===== src/rtl/tone_pkg.sv =====
// Note index constants, command payload and the half-period lookup shared by the tone bank.
package tone_pkg;
    localparam int unsigned NOTE_W    = 4;
    localparam int unsigned HP_W      = 18;
    localparam int unsigned NUM_NOTES = 13;
    localparam int unsigned CMD_CH_W  = 3;

    localparam logic [NOTE_W-1:0] REST = 4'd0;
    localparam logic [NOTE_W-1:0] C4   = 4'd1;
    localparam logic [NOTE_W-1:0] CS4  = 4'd2;
    localparam logic [NOTE_W-1:0] D4   = 4'd3;
    localparam logic [NOTE_W-1:0] DS4  = 4'd4;
    localparam logic [NOTE_W-1:0] E4   = 4'd5;
    localparam logic [NOTE_W-1:0] F4   = 4'd6;
    localparam logic [NOTE_W-1:0] FS4  = 4'd7;
    localparam logic [NOTE_W-1:0] G4   = 4'd8;
    localparam logic [NOTE_W-1:0] GS4  = 4'd9;
    localparam logic [NOTE_W-1:0] A4   = 4'd10;
    localparam logic [NOTE_W-1:0] AS4  = 4'd11;
    localparam logic [NOTE_W-1:0] B4   = 4'd12;
    localparam logic [NOTE_W-1:0] C5   = 4'd13;

    typedef logic [15:0][HP_W-1:0] hp_lut_t;

    typedef struct packed {
        logic [CMD_CH_W-1:0] ch;
        logic [NOTE_W-1:0]   idx;
        logic                on;
    } note_cmd_t;

    // Equal-tempered pitch in centi-hertz (A4 = 440.00 Hz); 0 marks a rest.
    function automatic logic [15:0] note_fchz(input logic [NOTE_W-1:0] idx);
        case (idx)
            C4:      return 16'd26163;
            CS4:     return 16'd27718;
            D4:      return 16'd29366;
            DS4:     return 16'd31113;
            E4:      return 16'd32963;
            F4:      return 16'd34923;
            FS4:     return 16'd36999;
            G4:      return 16'd39200;
            GS4:     return 16'd41530;
            A4:      return 16'd44000;
            AS4:     return 16'd46616;
            B4:      return 16'd49388;
            C5:      return 16'd52325;
            default: return 16'd0;
        endcase
    endfunction

    function automatic logic is_tone(input logic [NOTE_W-1:0] idx);
        return (idx >= C4) && (32'(idx) <= NUM_NOTES);
    endfunction

    // Half-period minus one: round(clk_hz / (2 f)) - 1, done in centi-hertz.
    function automatic logic [HP_W-1:0] note_hp(input logic [NOTE_W-1:0] idx,
                                                input logic [63:0]       clk_hz);
        logic [63:0] f;
        logic [63:0] q;
        f = 64'(note_fchz(idx));
        q = 64'd0;
        if (f == 64'd0) begin
            return '0;
        end
        q = (clk_hz * 64'd100 + f) / (64'd2 * f);
        return HP_W'(q - 64'd1);
    endfunction

    function automatic hp_lut_t hp_table(input logic [63:0] clk_hz);
        hp_lut_t t;
        for (int i = 0; i < 16; i++) begin
            t[i] = note_hp(NOTE_W'(i), clk_hz);
        end
        return t;
    endfunction
endpackage


===== src/rtl/tone_channel.sv =====
// One square-wave voice: reloadable half-period counter driving a toggling output.
module tone_channel
    import tone_pkg::*;
(
    input  logic            CLK,
    input  logic            RESET,
    input  logic            i_load,
    input  logic            i_stop,
    input  logic [HP_W-1:0] i_hp,
    output logic            o_tone,
    output logic            o_active
);
    logic [HP_W-1:0] r_hp;
    logic [HP_W-1:0] r_cnt;
    logic            r_tone;
    logic            r_active;

    // A load always restarts the phase, even when the same note is already sounding.
    always_ff @(posedge CLK or posedge RESET) begin
        if (RESET) begin
            r_hp     <= '0;
            r_cnt    <= '0;
            r_tone   <= 1'b0;
            r_active <= 1'b0;
        end else if (i_load) begin
            r_hp     <= i_hp;
            r_cnt    <= '0;
            r_tone   <= 1'b0;
            r_active <= 1'b1;
        end else if (i_stop) begin
            r_cnt    <= '0;
            r_tone   <= 1'b0;
            r_active <= 1'b0;
        end else if (r_active) begin
            if (r_cnt == r_hp) begin
                r_cnt  <= '0;
                r_tone <= ~r_tone;
            end else begin
                r_cnt  <= r_cnt + HP_W'(1);
            end
        end
    end

    assign o_tone   = r_tone;
    assign o_active = r_active;
endmodule


===== src/rtl/tone_bank.sv =====
// Bank of independent square-wave tone channels plus a free-running tempo beat generator.
module tone_bank
    import tone_pkg::*;
#(
    parameter int unsigned CLK_HZ = 100_000_000,
    parameter int unsigned NUM_CH = 4,
    parameter int unsigned BEAT_W = 28
) (
    input  logic                                            CLK,
    input  logic                                            RESET,
    input  logic                                            note_valid,
    output logic                                            note_ready,
    input  logic [((NUM_CH > 1) ? $clog2(NUM_CH) : 1)-1:0]  note_ch,
    input  logic [3:0]                                      note_idx,
    input  logic                                            note_on,
    input  logic [BEAT_W-1:0]                               tempo_div,
    output logic [NUM_CH-1:0]                               tone_out,
    output logic [NUM_CH-1:0]                               ch_active,
    output logic                                            beat_tick,
    output logic                                            beat_level
);
    localparam hp_lut_t HP_LUT = hp_table(64'(CLK_HZ));

    logic              w_accept;
    logic              w_play;
    logic              w_mute;
    note_cmd_t         w_cmd;
    logic [HP_W-1:0]   w_hp;
    logic [NUM_CH-1:0] w_load;
    logic [NUM_CH-1:0] w_stop;
    logic [BEAT_W-1:0] r_beat_cnt;
    logic              r_beat_tick;
    logic              r_beat_level;

    assign note_ready = ~RESET;
    assign w_accept   = note_valid & note_ready;
    assign w_cmd      = '{ch: CMD_CH_W'(note_ch), idx: note_idx, on: note_on};
    assign w_play     = w_accept & w_cmd.on & is_tone(w_cmd.idx);
    assign w_mute     = w_accept & ~w_play;
    assign w_hp       = HP_LUT[w_cmd.idx];

    // Out-of-range channel numbers match no instance, so they are accepted and dropped.
    for (genvar i = 0; i < NUM_CH; i++) begin : g_ch
        logic w_hit;
        assign w_hit     = (w_cmd.ch == CMD_CH_W'(i));
        assign w_load[i] = w_play & w_hit;
        assign w_stop[i] = w_mute & w_hit;

        tone_channel u_ch (
            .CLK      (CLK),
            .RESET    (RESET),
            .i_load   (w_load[i]),
            .i_stop   (w_stop[i]),
            .i_hp     (w_hp),
            .o_tone   (tone_out[i]),
            .o_active (ch_active[i])
        );
    end

    // Compare with >= so a live drop of tempo_div below the count fires at once.
    always_ff @(posedge CLK or posedge RESET) begin
        if (RESET) begin
            r_beat_cnt   <= '0;
            r_beat_tick  <= 1'b0;
            r_beat_level <= 1'b0;
        end else if (r_beat_cnt >= tempo_div) begin
            r_beat_cnt   <= '0;
            r_beat_tick  <= 1'b1;
            r_beat_level <= ~r_beat_level;
        end else begin
            r_beat_cnt   <= r_beat_cnt + BEAT_W'(1);
            r_beat_tick  <= 1'b0;
        end
    end

    assign beat_tick  = r_beat_tick;
    assign beat_level = r_beat_level;
endmodule


===== config.mk =====
export PLATFORM = sky130hd
export DESIGN_NAME = tone_bank
export DESIGN_NICKNAME = d
export VERILOG_FILES = /design/src/rtl/tone_pkg.sv /design/src/rtl/tone_channel.sv /design/src/rtl/tone_bank.sv
export SDC_FILE = /design/constraint.sdc
export NUM_CORES = 1
export LEC_CHECK = 0
export ABC_AREA = 1
export CAP_MARGIN = 5
export CORE_MARGIN = 1.5
export CORE_UTILIZATION = 55
export CTS_CLUSTER_DIAMETER = 120
export DETAILED_ROUTE_END_ITERATION = 10
export PLACE_DENSITY = 0.79
export SYNTH_ARGS = -nofsm -noshare
export SYNTH_HDL_FRONTEND = slang
export SYNTH_SLANG_ARGS = --single-unit

===== constraint.sdc =====
create_clock -name CLK -period 8.05 [get_ports CLK]
set_clock_uncertainty 0.05 [all_clocks]
set_input_delay 1.2075 -clock CLK [delete_from_list [all_inputs] [get_ports CLK]]
set_output_delay 1.2075 -clock CLK [all_outputs]
set_load 0.01 [all_outputs]

After elaboration in Yosys (flattened, before gate mapping)
Memory sizes are Yosys's and may differ from the RTL's.
Cells that the tools add are included.
{"block": "totals", "ff_bits": 182, "rom_bits": 288, "inputBits": 38, "output_inout_bits": 11, "word_cells": 116, "mem_count": 1}
{"block": "classes", "n_addsub": 5, "order_cmp": 4, "eq_ne": 7, "mux": 43, "bitwise": 19, "n_reduce_logical": 18}
{"name": "(name not given)", "words": 16, "word_bits": 18, "rd": 1, "rd_ports_with_merged_regs": 0, "wr": 0, "line": "tone_bank.sv:40", "rtl": "assign w_hp = HP_LUT[w_cmd.idx];"}
{"op": "$mux 18", "count": 17}
{"op": "$add 18x1->18 const B", "count": 4}
{"op": "$eq 18x18->1", "count": 4}
{"op": "$add 28x1->28 const B", "count": 1}
{"op": "$ge 28x28->1", "count": 1}
{"op": "$mux 28", "count": 1}
{"op": "$mux 1", "count": 25}
{"op": "$reduce_bool 3->1", "count": 8}
{"op": "$and 1x1->1", "count": 12}
{"op": "$reduce_and 2->1", "count": 4}
{"op": "$reduce_bool 2->1", "count": 4}
{"op": "$not 1->1", "count": 7}
{"op": "$lt 4x5->1 const B", "count": 1}
{"op": "$eq 2x2->1 const B", "count": 2}
{"op": "$ge 4x1->1 const B", "count": 1}
{"op": "$le 4x4->1 const B", "count": 1}
{"op": "$logic_not 3->1", "count": 1}
{"op": "$eq 2x1->1 const B", "count": 1}
{"op": "$logic_and 1x1->1", "count": 1}

Depth between registers and ports, before layout
Gate-level depths: netlist of run 1.
{"block": "logic_depth", "word_depth": 9, "mapped_depth": 13, "mapped_depth_nobuf": 12}

Cells and area by module
Synthesis of run 1 repeated with hierarchy kept, for this count alone.
{"block": "unflattened", "cells_unflattened": 1526, "area_unflattened_um2": 11290.8}
{"mod": "tone_channel", "n_inst": 4, "cells_each": 278, "area_each_um2": 2120.8, "seq_area_each_um2": 950.9}
{"mod": "tone_bank", "n_inst": 1, "cells_each": 414, "area_each_um2": 2807.7, "seq_area_each_um2": 750.7}

Worst setup path before layout of run 1
Ideal clock, no wire load.
{"block": "synth_path", "path_type": "input port to flip-flop", "startpoint": "input RESET", "endpoint": "register g_ch[3].u_ch.r_cnt[13]", "setup_time_ns": 0.071, "t_arrival_ns": 6.607, "required_ns": 7.929, "slack_ns": 1.322, "stages": 11, "n_path_buf": 0, "path_cell_list": "inv_1 > nand2_1 > nor2_4 > inv_2 > nand2_4 > nand2_2 > nor2_2 > nand2_1 > o21ai_1 > o21ai_1 > nor2_1"}
{"block": "synth_via", "elab_chain_cells": 9, "word_cells_on_any_way": 11, "cone_classes": "mux (2); bitwise (8); reduce/logical (1)"}
{"item": "start, declared", "line": "tone_bank.sv:10", "rtl": "input logic RESET,"}
{"item": "$not 1->1 *", "line": "tone_bank.sv:35", "rtl": "assign note_ready = ~RESET;"}
{"item": "$and 1x1->1 *", "line": "tone_bank.sv:36", "rtl": "assign w_accept = note_valid & note_ready;"}
{"item": "$and 1x1->1 (2 in series)", "line": "tone_bank.sv:38", "rtl": "assign w_play = w_accept & w_cmd.on & is_tone(w_cmd.idx);"}
{"item": "$not 1->1", "line": "tone_bank.sv:39", "rtl": "assign w_mute = w_accept & ~w_play;"}
{"item": "$and 1x1->1", "line": "tone_bank.sv:39"}
{"item": "$and 1x1->1", "line": "tone_bank.sv:47", "rtl": "assign w_stop[i] = w_mute & w_hit;"}
{"item": "$mux 18", "line": "tone_channel.sv:30", "rtl": "end else if (i_stop) begin"}
{"item": "$mux 18", "line": "tone_channel.sv:25", "rtl": "end else if (i_load) begin"}
{"item": "end signal, assigned", "line": "tone_channel.sv:39", "rtl": "r_cnt <= r_cnt + HP_W'(1);"}
{"item": "end, declared", "line": "tone_channel.sv:14", "rtl": "logic [HP_W-1:0] r_cnt;"}
Every way passes the cells marked *; elsewhere a longest branch is shown, timed or not.
A chain may end at the register's enable or synchronous reset.

Worst setup path in the final report of run 1
{"block": "layout_path", "startpoint": "input RESET", "endpoint": "output note_ready"}
{"block": "layout_via", "elab_chain_cells": 1}
{"item": "$not 1->1", "line": "tone_bank.sv:35"}
{"item": "end, declared", "line": "tone_bank.sv:12", "rtl": "output logic note_ready,"}
Every way passes these cells.

==> summary by stage, run 1 <==
Die
The floorplan has 51 rows. In this run the vertical extent of the chip is 143 µm. Pin placement for this block handled 49 I/O pins.

The initial standard-cell utilization of the core is 0.558. The total core area is 19,300 µm². The die covers 20,500 µm². In this run the horizontal extent of the chip is 143 µm.

CTS
The worst-skew pair later-pin latency is 440 ps. After clock tree synthesis, the flow added hold-fix buffers numbering 0. The maximum level of the CTS H-tree is 4. After clock tree synthesis, the clock-pin slew on the worst setup and hold paths is 70 ps. In this run, post-CTS repair resized a total of 0 instances.

The CTS tree is done. In this run, CTS created clock tree buffers numbering 17. No sink is reached through more buffers than the 2 on the longest clock path.

Post-CTS timing repair inserted 0 buffers for setup. The root buffer cell chosen for the clock tree is sky130_fd_sc_hd__clkbuf_16. The clock net in this run drives a total of 182 sinks.

Final layout
In the layout the commonest cells are sky130_fd_sc_hd__nand2_1, sky130_fd_sc_hd__nor2_1, sky130_fd_sc_hd__inv_1. The relative area change from synthesis to final layout is 11.3%. Of the cells placed in the final design, the portion with a size suffix greater than 1 is 0.0587. Fill cells in the final layout number 1,685.

For this run, the post-layout net count is 1,565. The most common library cell in the layout ignoring fill and taps is sky130_fd_sc_hd__nand2_1.

Detailed routing
The average wire length per cell after detail routing is 13.9 µm. The final route contains 9,269 vias. The count of antenna-violating nets left after detailed routing is 0. The wire length reported by the detailed router is 24.6 mm. The number of iterations in the first detailed-routing pass is 5.

Dividing the detail-routed via count by the number of cells gives 5.25. The violation count after the first detailed-routing iteration is 749. The number of remaining DRC errors is 0.

Power
In this run the static leakage power is 0.00591 µW. Power spread over the standard cell area amounts to 218 nW/µm². The worst-case IR drop observed on VDD is 0.000181 V.

Synthesis
The warning count from the yosys run is 0. By area the synthesized netlist is led by sky130_fd_sc_hd__dfrtp_1, sky130_fd_sc_hd__nand2_1, sky130_fd_sc_hd__nor2_1. Of the synthesized area, sequential elements account for 0.422. The primary flip-flop cell chosen by synthesis mapping is sky130_fd_sc_hd__dfrtp_1.

The number of enable flip-flop cells after synthesis is 0. After synthesis the netlist holds a flip-flop and latch count of 182. In this run the mean area of a mapped cell was 7.44 µm². The netlist uses 43 different library cells.

The total nets after synthesis is 1,528. The area fraction of the dominant cell type after synthesis is 0.422. The gate count of the mapped netlist is 1,451. The cell taking the most area after synthesis is sky130_fd_sc_hd__dfrtp_1.

The synthesized area is 10,800 µm². The share of flip-flops with an asynchronous set or reset is 1.00.

Critical path
At the worst endpoint, the arrival time is 3020 ps. The critical path launch point type is an input port. In this run the worst path has a maximum fanout of 117. By startpoint and endpoint, the worst setup path is classified as input port to primary output. The capturing element type of the critical path is a primary output. The critical path required time is 6790 ps.

Place
The half-perimeter wire length of the detailed placement result is 17.7 mm. During placement, the flow inserted port buffers numbering 48. Before CTS, the worst setup slack after placement is 3680 ps.

Routability-driven placement finished with a final weighted congestion of 0.897.

Run status
The flow ran to the end, and the final reports show no timing, DRC or antenna violations.

Global routing
For met3 alone, demand over resource in global routing was 0.0459. The global routing stage identified its most utilized layer as met2. The met2 routing resource usage after global routing is 0.412.

The via count of the first global-routing pass came to 8,771. Global routing finished with a remaining overflow of 0. Entering global routing, the biggest net connects 118 pins. In the global route stage, met1 resource usage came out at 0.353.

Across every metal layer, demand over resource in global routing totals 0.257. The initial antenna violation count is 0. The first-pass GRT wire length is 41.6 mm.

Timing
For the pin with the worst max-slew slack, the measured transition is 1130 ps. The final number of max-transition violations is 0. In the post-route analysis, the smallest setup slack over all paths is 3770 ps. The clock period minus worst slack is 4280 ps.

Setup repair after global routing left no endpoint under its margin. Setup violations remaining at the end of the flow were counted as 0. The top achievable clock speed is 234 MHz. The post-route fraction of the period consumed by the critical path is 0.532.

In this run the tightest slew margin relative to its limit is 0.238. The final-report hold violation count was 0. The total negative slack is 0 ps.

Min path
The tightest min-delay check is of the flop to flop type.

Job
Across the run, the number of max-cap violations was 0.
## layout make-up
type / instances / area, µm² / area share
multi-input combinational: 1041 / 5300 / 0.441
clock inverter: 12 / 143 / 0.0119
timing repair buffer: 50 / 495 / 0.0413
sequential: 182 / 4550 / 0.379
inverter: 196 / 743 / 0.0619
tap: 265 / 332 / 0.0276
clock buffer: 19 / 443 / 0.0369
antenna: 1 / 2.50 / 0.000208
## registers in the layout, indices dropped and copies added (netlist names)
name / count
r_beat_cnt: 28
g_ch.u_ch.r_cnt: 72
beat_tick: 1
g_ch.u_ch.o_active: 4
g_ch.u_ch.r_hp: 72
g_ch.u_ch.o_tone: 4
beat_level: 1
## path summary, 6_finish.rpt
check                                          start              endpoint  slack (ps)  cells past startpoint
max in group asynchronous                      RESET        r_beat_cnt[24]        5260                      3
worst min register to register  g_ch[0].u_ch.r_hp[2]  g_ch[0].u_ch.r_hp[2]         440                      2
worst max-delay path                           RESET            note_ready        3770                      3
worst min-delay path            g_ch[0].u_ch.r_hp[2]  g_ch[0].u_ch.r_hp[2]         440                      2
min in group asynchronous                      RESET  g_ch[3].u_ch.r_hp[1]        1340                      2
worst max register to register        r_beat_cnt[11]        r_beat_cnt[25]        5420                     10
## power breakdown
group          switching, µW  total (µW)  leakage, µW  internal, µW
Clock                    374         844     0.000279           470
Combinational            325         560      0.00324           235
Sequential               146        1210      0.00239          1060
Total                    845        2610      0.00591          1770
## through the flow
stage	utilization	cells	hold slack (ps)	total power, µW	instance area, µm²
2_1_floorplan	-	1451	403	1620	10800
3_3_place_gp	0.591	1734	425	1750	11400
3_5_place_dp	0.591	1734	429	1770	11400
4_1_cts	0.621	1765	445	2620	12000
5_1_grt	0.621	1765	454	2770	12000
6_report	0.621	1766	444	2610	12000
## cell usage after synthesis, drive strengths merged (2+ instances only)
cell    instances
o21bai          3
nor2          223
clkbuf          2
nor4            3
a21boi          4
xnor2          27
buf            30
dfrtp         182
a21oi          16
xor2           55
o32ai           2
ha             39
and2            2
inv           196
nand3          74
or2             8
nand4          34
a31oi           5
o22ai           5
nand2         406
o31ai           2
o21ai         104
nor3           24
## kinds of logic after synthesis
logic type / after synthesis / synth area share
simple gates: 776 / 0.307
buf+inv: 228 / 0.0871
flops: 182 / 0.422
compound gates: 144 / 0.0727
xor+xnor: 82 / 0.0665
fa+ha+maj: 39 / 0.0452
## critical path, cell delays in order
cell and delay (ps):
sky130_fd_sc_hd__clkdlybuf4s50_1 540, sky130_fd_sc_hd__inv_8 600, sky130_fd_sc_hd__clkdlybuf4s50_1 670
## layer usage
| metal | part of all wire | routed length, µm | vias up |
|---|---|---|---|
| met5 | 0 | 0 | - |
| li1 | - | - | 4636 |
| met4 | 0.019 | 462 | 0 |
| met3 | 0.053 | 1320 | 43 |
| met1 | 0.46 | 11400 | 4329 |
| met2 | 0.46 | 11400 | 261 |
No activity file was read; power rests on OpenSTA's default activity.
==> run 2: changes to the inputs <==
- PLACE_DENSITY: 0.79 -> 0.81
- clock period: 8.05 -> 3.5 ns (I/O delays scaled with it)
==> run 2 against run 1 <==
  * Final area up 0.18%
  * Sequential share of layout area down 0.067 points
  * Clock-buffer cell count grew 1
  * Non-clock buffer count grew 9
  * Global-route usage about the same
  * Highest routed layer unchanged
==> summary by stage, run 2 (synthesis results as in run 1) <==
Run status
The flow ran to the end, and the final reports show no timing, DRC or antenna violations.

Final layout
The sequential standard cell area is 4550 µm² (unchanged). The largest registers in the layout are g_ch.u_ch.r_cnt (72), g_ch.u_ch.r_hp (72), r_beat_cnt (28). The number of nets at the end of the flow came to 1,574 (+0.58%). The multi-input logic area came to 5300 µm² (about the same). The final design area excluding fillers is 12,000 µm² (+0.18%).

The library cells used most frequently in the layout, excluding fill and tap cells, are sky130_fd_sc_hd__nand2_1, sky130_fd_sc_hd__nor2_1, sky130_fd_sc_hd__inv_1. The relative area change from synthesis to final layout is 11.5%. The post-layout instance count excluding filler cells is 1,774 (+0.45%).

The most common library cell in the layout ignoring fill and taps is sky130_fd_sc_hd__nand2_1. The number of filler instances in the final layout is 1,672 (-0.77%). The total inserted antenna cells is 0 (-1). The layout cell share with drive strength beyond 1 is 0.0636 (+0.00495).

Power
The clock share of power came to 0.303 (-0.020). The cell leakage power is 0.00594 µW (+0.45%). The cell internal power dissipation is 3930 µW (+120%). The share of total power in combinational logic was 0.222 (+0.008).

The largest vdd supply drop is 0.000382 V (+110%). The power per cell area is 490 nW/µm² (+130%). The net switching component of the power is 1970 µW (+130%). The register share of total power is 0.475 (+0.013). The fraction of power spent switching nets is 0.334 (+0.0105).

Die
The initial standard-cell utilization of the core is 0.558 (unchanged). The floorplan die height is 143 µm (unchanged). The I/O pin count is 49 (unchanged).

The total core area is 19,300 µm² (unchanged). The number of core rows is 51 (unchanged). The die area is 20,500 µm² (unchanged). The horizontal die dimension was 143 µm (unchanged).

Detailed routing
The wire length reported by the detailed router is 25.2 mm (+2.3%). The routed via count is 9,419 (+1.6%). The average wire length per cell after detail routing was 14.2 µm (+1.8%). The number of iterations in the first detailed-routing pass came to 5 (unchanged).

The number of remaining DRC errors came to 0 (unchanged). The met1 wire length came to 11.5 mm (+0.41%). The met3 wire length is 1.37 mm (+4.1%). Routed signal wires occupy layers up through met4. The violation count after the first detailed-routing iteration is 685 (-8.5%). The count of antenna-violating nets left after detailed routing was 0 (unchanged). The amount of wire on met2 after detailed routing is 11.7 mm (+2.7%). The number of vias per cell after detailed routing is 5.31 (+1.2%).

Global routing
The pin count of the biggest net entering global routing is 77 (-35%). The initial antenna violation count is 0 (unchanged). The via count of the first global-routing pass is 8,657 (-1.3%). The remaining global-route overflow was 0 (unchanged). The aggregate global-route resource usage is 0.257 (about the same). The first-pass GRT wire length is 41.7 mm (about the same).

Critical path
The highest net fanout along the worst path is 21 (-82%). The capturing element type of the critical path is a flop. The critical path class is input port to flop. The arrival time of data at the critical path endpoint was 2910 ps (-110 ps). The critical path buffer and inverter count is 4 (+1). The most critical setup path has its startpoint at note_idx[1]. The capturing point of the worst reg2reg path is r_beat_cnt[26].

The register-to-register setup slack came to 1330 ps (-4090 ps). The count of cells along the worst register-to-register path is 11 (+1). The critical path required time is 3760 ps (-3030 ps). The most numerous cell type found on the critical path is sky130_fd_sc_hd__inv_1. On the critical path, the stage with the largest delay is an instance of sky130_fd_sc_hd__clkdlybuf4s50_1.

The highest cell delay on the worst timing path was 620 ps (-50 ps). The dominant delay contributor by cell family on the critical path is buffers and inverters. The critical path launch point type is an input port. Traced cell by cell, the critical path runs through clkdlybuf4s50_1, inv_1, ha_1, inv_1, o21ai_2, nand3_2, nand2_4, nor2_4, inv_1, o21ai_0. The origin of the critical flop-to-flop path is r_beat_cnt[11].

Min path
The startpoint of the lowest-slack hold path is g_ch[0].u_ch.r_hp[0]. The number of stages on the worst hold path came to 2 (unchanged). The min-delay analysis places its worst path in the category flop to flop. The hold path endpoint is g_ch[0].u_ch.r_hp[0].

CTS
The buffer count from post-CTS setup fixing came to 0 (unchanged). The clock buffer count from CTS is 17 (unchanged). The maximum level of the CTS H-tree is 4 (unchanged). The number of hold-repair buffers added at the cts stage is 0 (unchanged). The number of buffers on the longest clock path is 2 (unchanged).

The clock edge transition at the registers on the reported setup and hold paths was 70 ps (about the same). TritonCTS built the clock tree. Clock tree synthesis selected as its root buffer the cell sky130_fd_sc_hd__clkbuf_16. The number of gates resized after cts is 0 (unchanged). The number of sinks on the clock net was 182 (unchanged). The worst-skew pair later-pin latency is 440 ps (about the same).

Timing
The final number of max-transition violations is 0 (unchanged). The count of endpoints failing setup in the final report is 0 (unchanged). The slew at the pin with the worst max-slew slack is 1110 ps (-22.3 ps).

The post-route fraction of the period consumed by the critical path is 0.756. The relative max-transition margin was 0.250 (+0.0111). The final-report hold violation count is 0 (unchanged). The clock period minus worst slack is 2650 ps. Setup repair after global routing left no endpoint under its margin. The top achievable clock speed is 378 MHz.

Place
The number of buffers inserted by port buffering is 48 (unchanged). The half-perimeter wire length of the detailed placement result is 18.4 mm (+3.8%). The global placement routability congestion was 0.963 (+7.3%).

The cell area after placement is 11,500 µm² (+0.60%). The number of cells after detailed placement is 1,743 (+0.52%).

Job
The max-capacitance violation count is 0 (unchanged).
## run 2: worst max path at each step
stage          slack [ps]  cells after the start                     end
6_report              850                     10   g_ch[2].u_ch.r_hp[11]
5_1_grt               660                     10   g_ch[2].u_ch.r_hp[11]
4_1_cts               930                     10   g_ch[2].u_ch.r_hp[11]
3_5_place_dp          560                     11   g_ch[2].u_ch.r_hp[16]
3_3_place_gp          660                     11   g_ch[2].u_ch.r_hp[17]
2_1_floorplan        -930                     10  g_ch[3].u_ch.r_cnt[15]
## run 2: worst min-delay path: stages, from the launching register on
cell and delay [ps]:
sky130_fd_sc_hd__dfrtp_1 370, sky130_fd_sc_hd__nand2_1 60, sky130_fd_sc_hd__nand2_1 50
## run 2: layer usage
layer,global-route usage,vias up
met5,0,-
met4,0.0906,0
met3,0.0493,49
met2,0.413,284
met1,0.348,4440
li1,-,4646
## run 2: final cells by class
cell class | count | share of cell area
well taps | 265 | 0.0276
clock inverters | 11 | 0.00780
repair buffers | 59 | 0.0468
clock buffers | 20 | 0.0371
inverters | 196 | 0.0615
multi-input cells | 1041 | 0.441
flip-flops and latches | 182 | 0.378
## run 2: power by group through the flow
stage	clock network (µW)	logic, µW	registers (µW)
finish	1790	1310	2800
global route	1890	1510	2840
CTS	1810	1310	2790
detailed placement	0	1300	2820
global placement	0	1240	2810
floorplan	0	1020	2700
## run 2: metrics by stage
step | setup WS [ps] | utilization | power [µW] | setup TNS (ps) | hold slack (ps)
after floorplan | -929 | - | 3730 | -32020 | 403
after global placement | 659 | 0.594 | 4050 | 0 | 426
after detailed placement | 558 | 0.594 | 4120 | 0 | 431
after CTS | 929 | 0.622 | 5910 | 0 | 448
after global routing | 661 | 0.622 | 6240 | 0 | 471
final | 854 | 0.622 | 5900 | 0 | 449
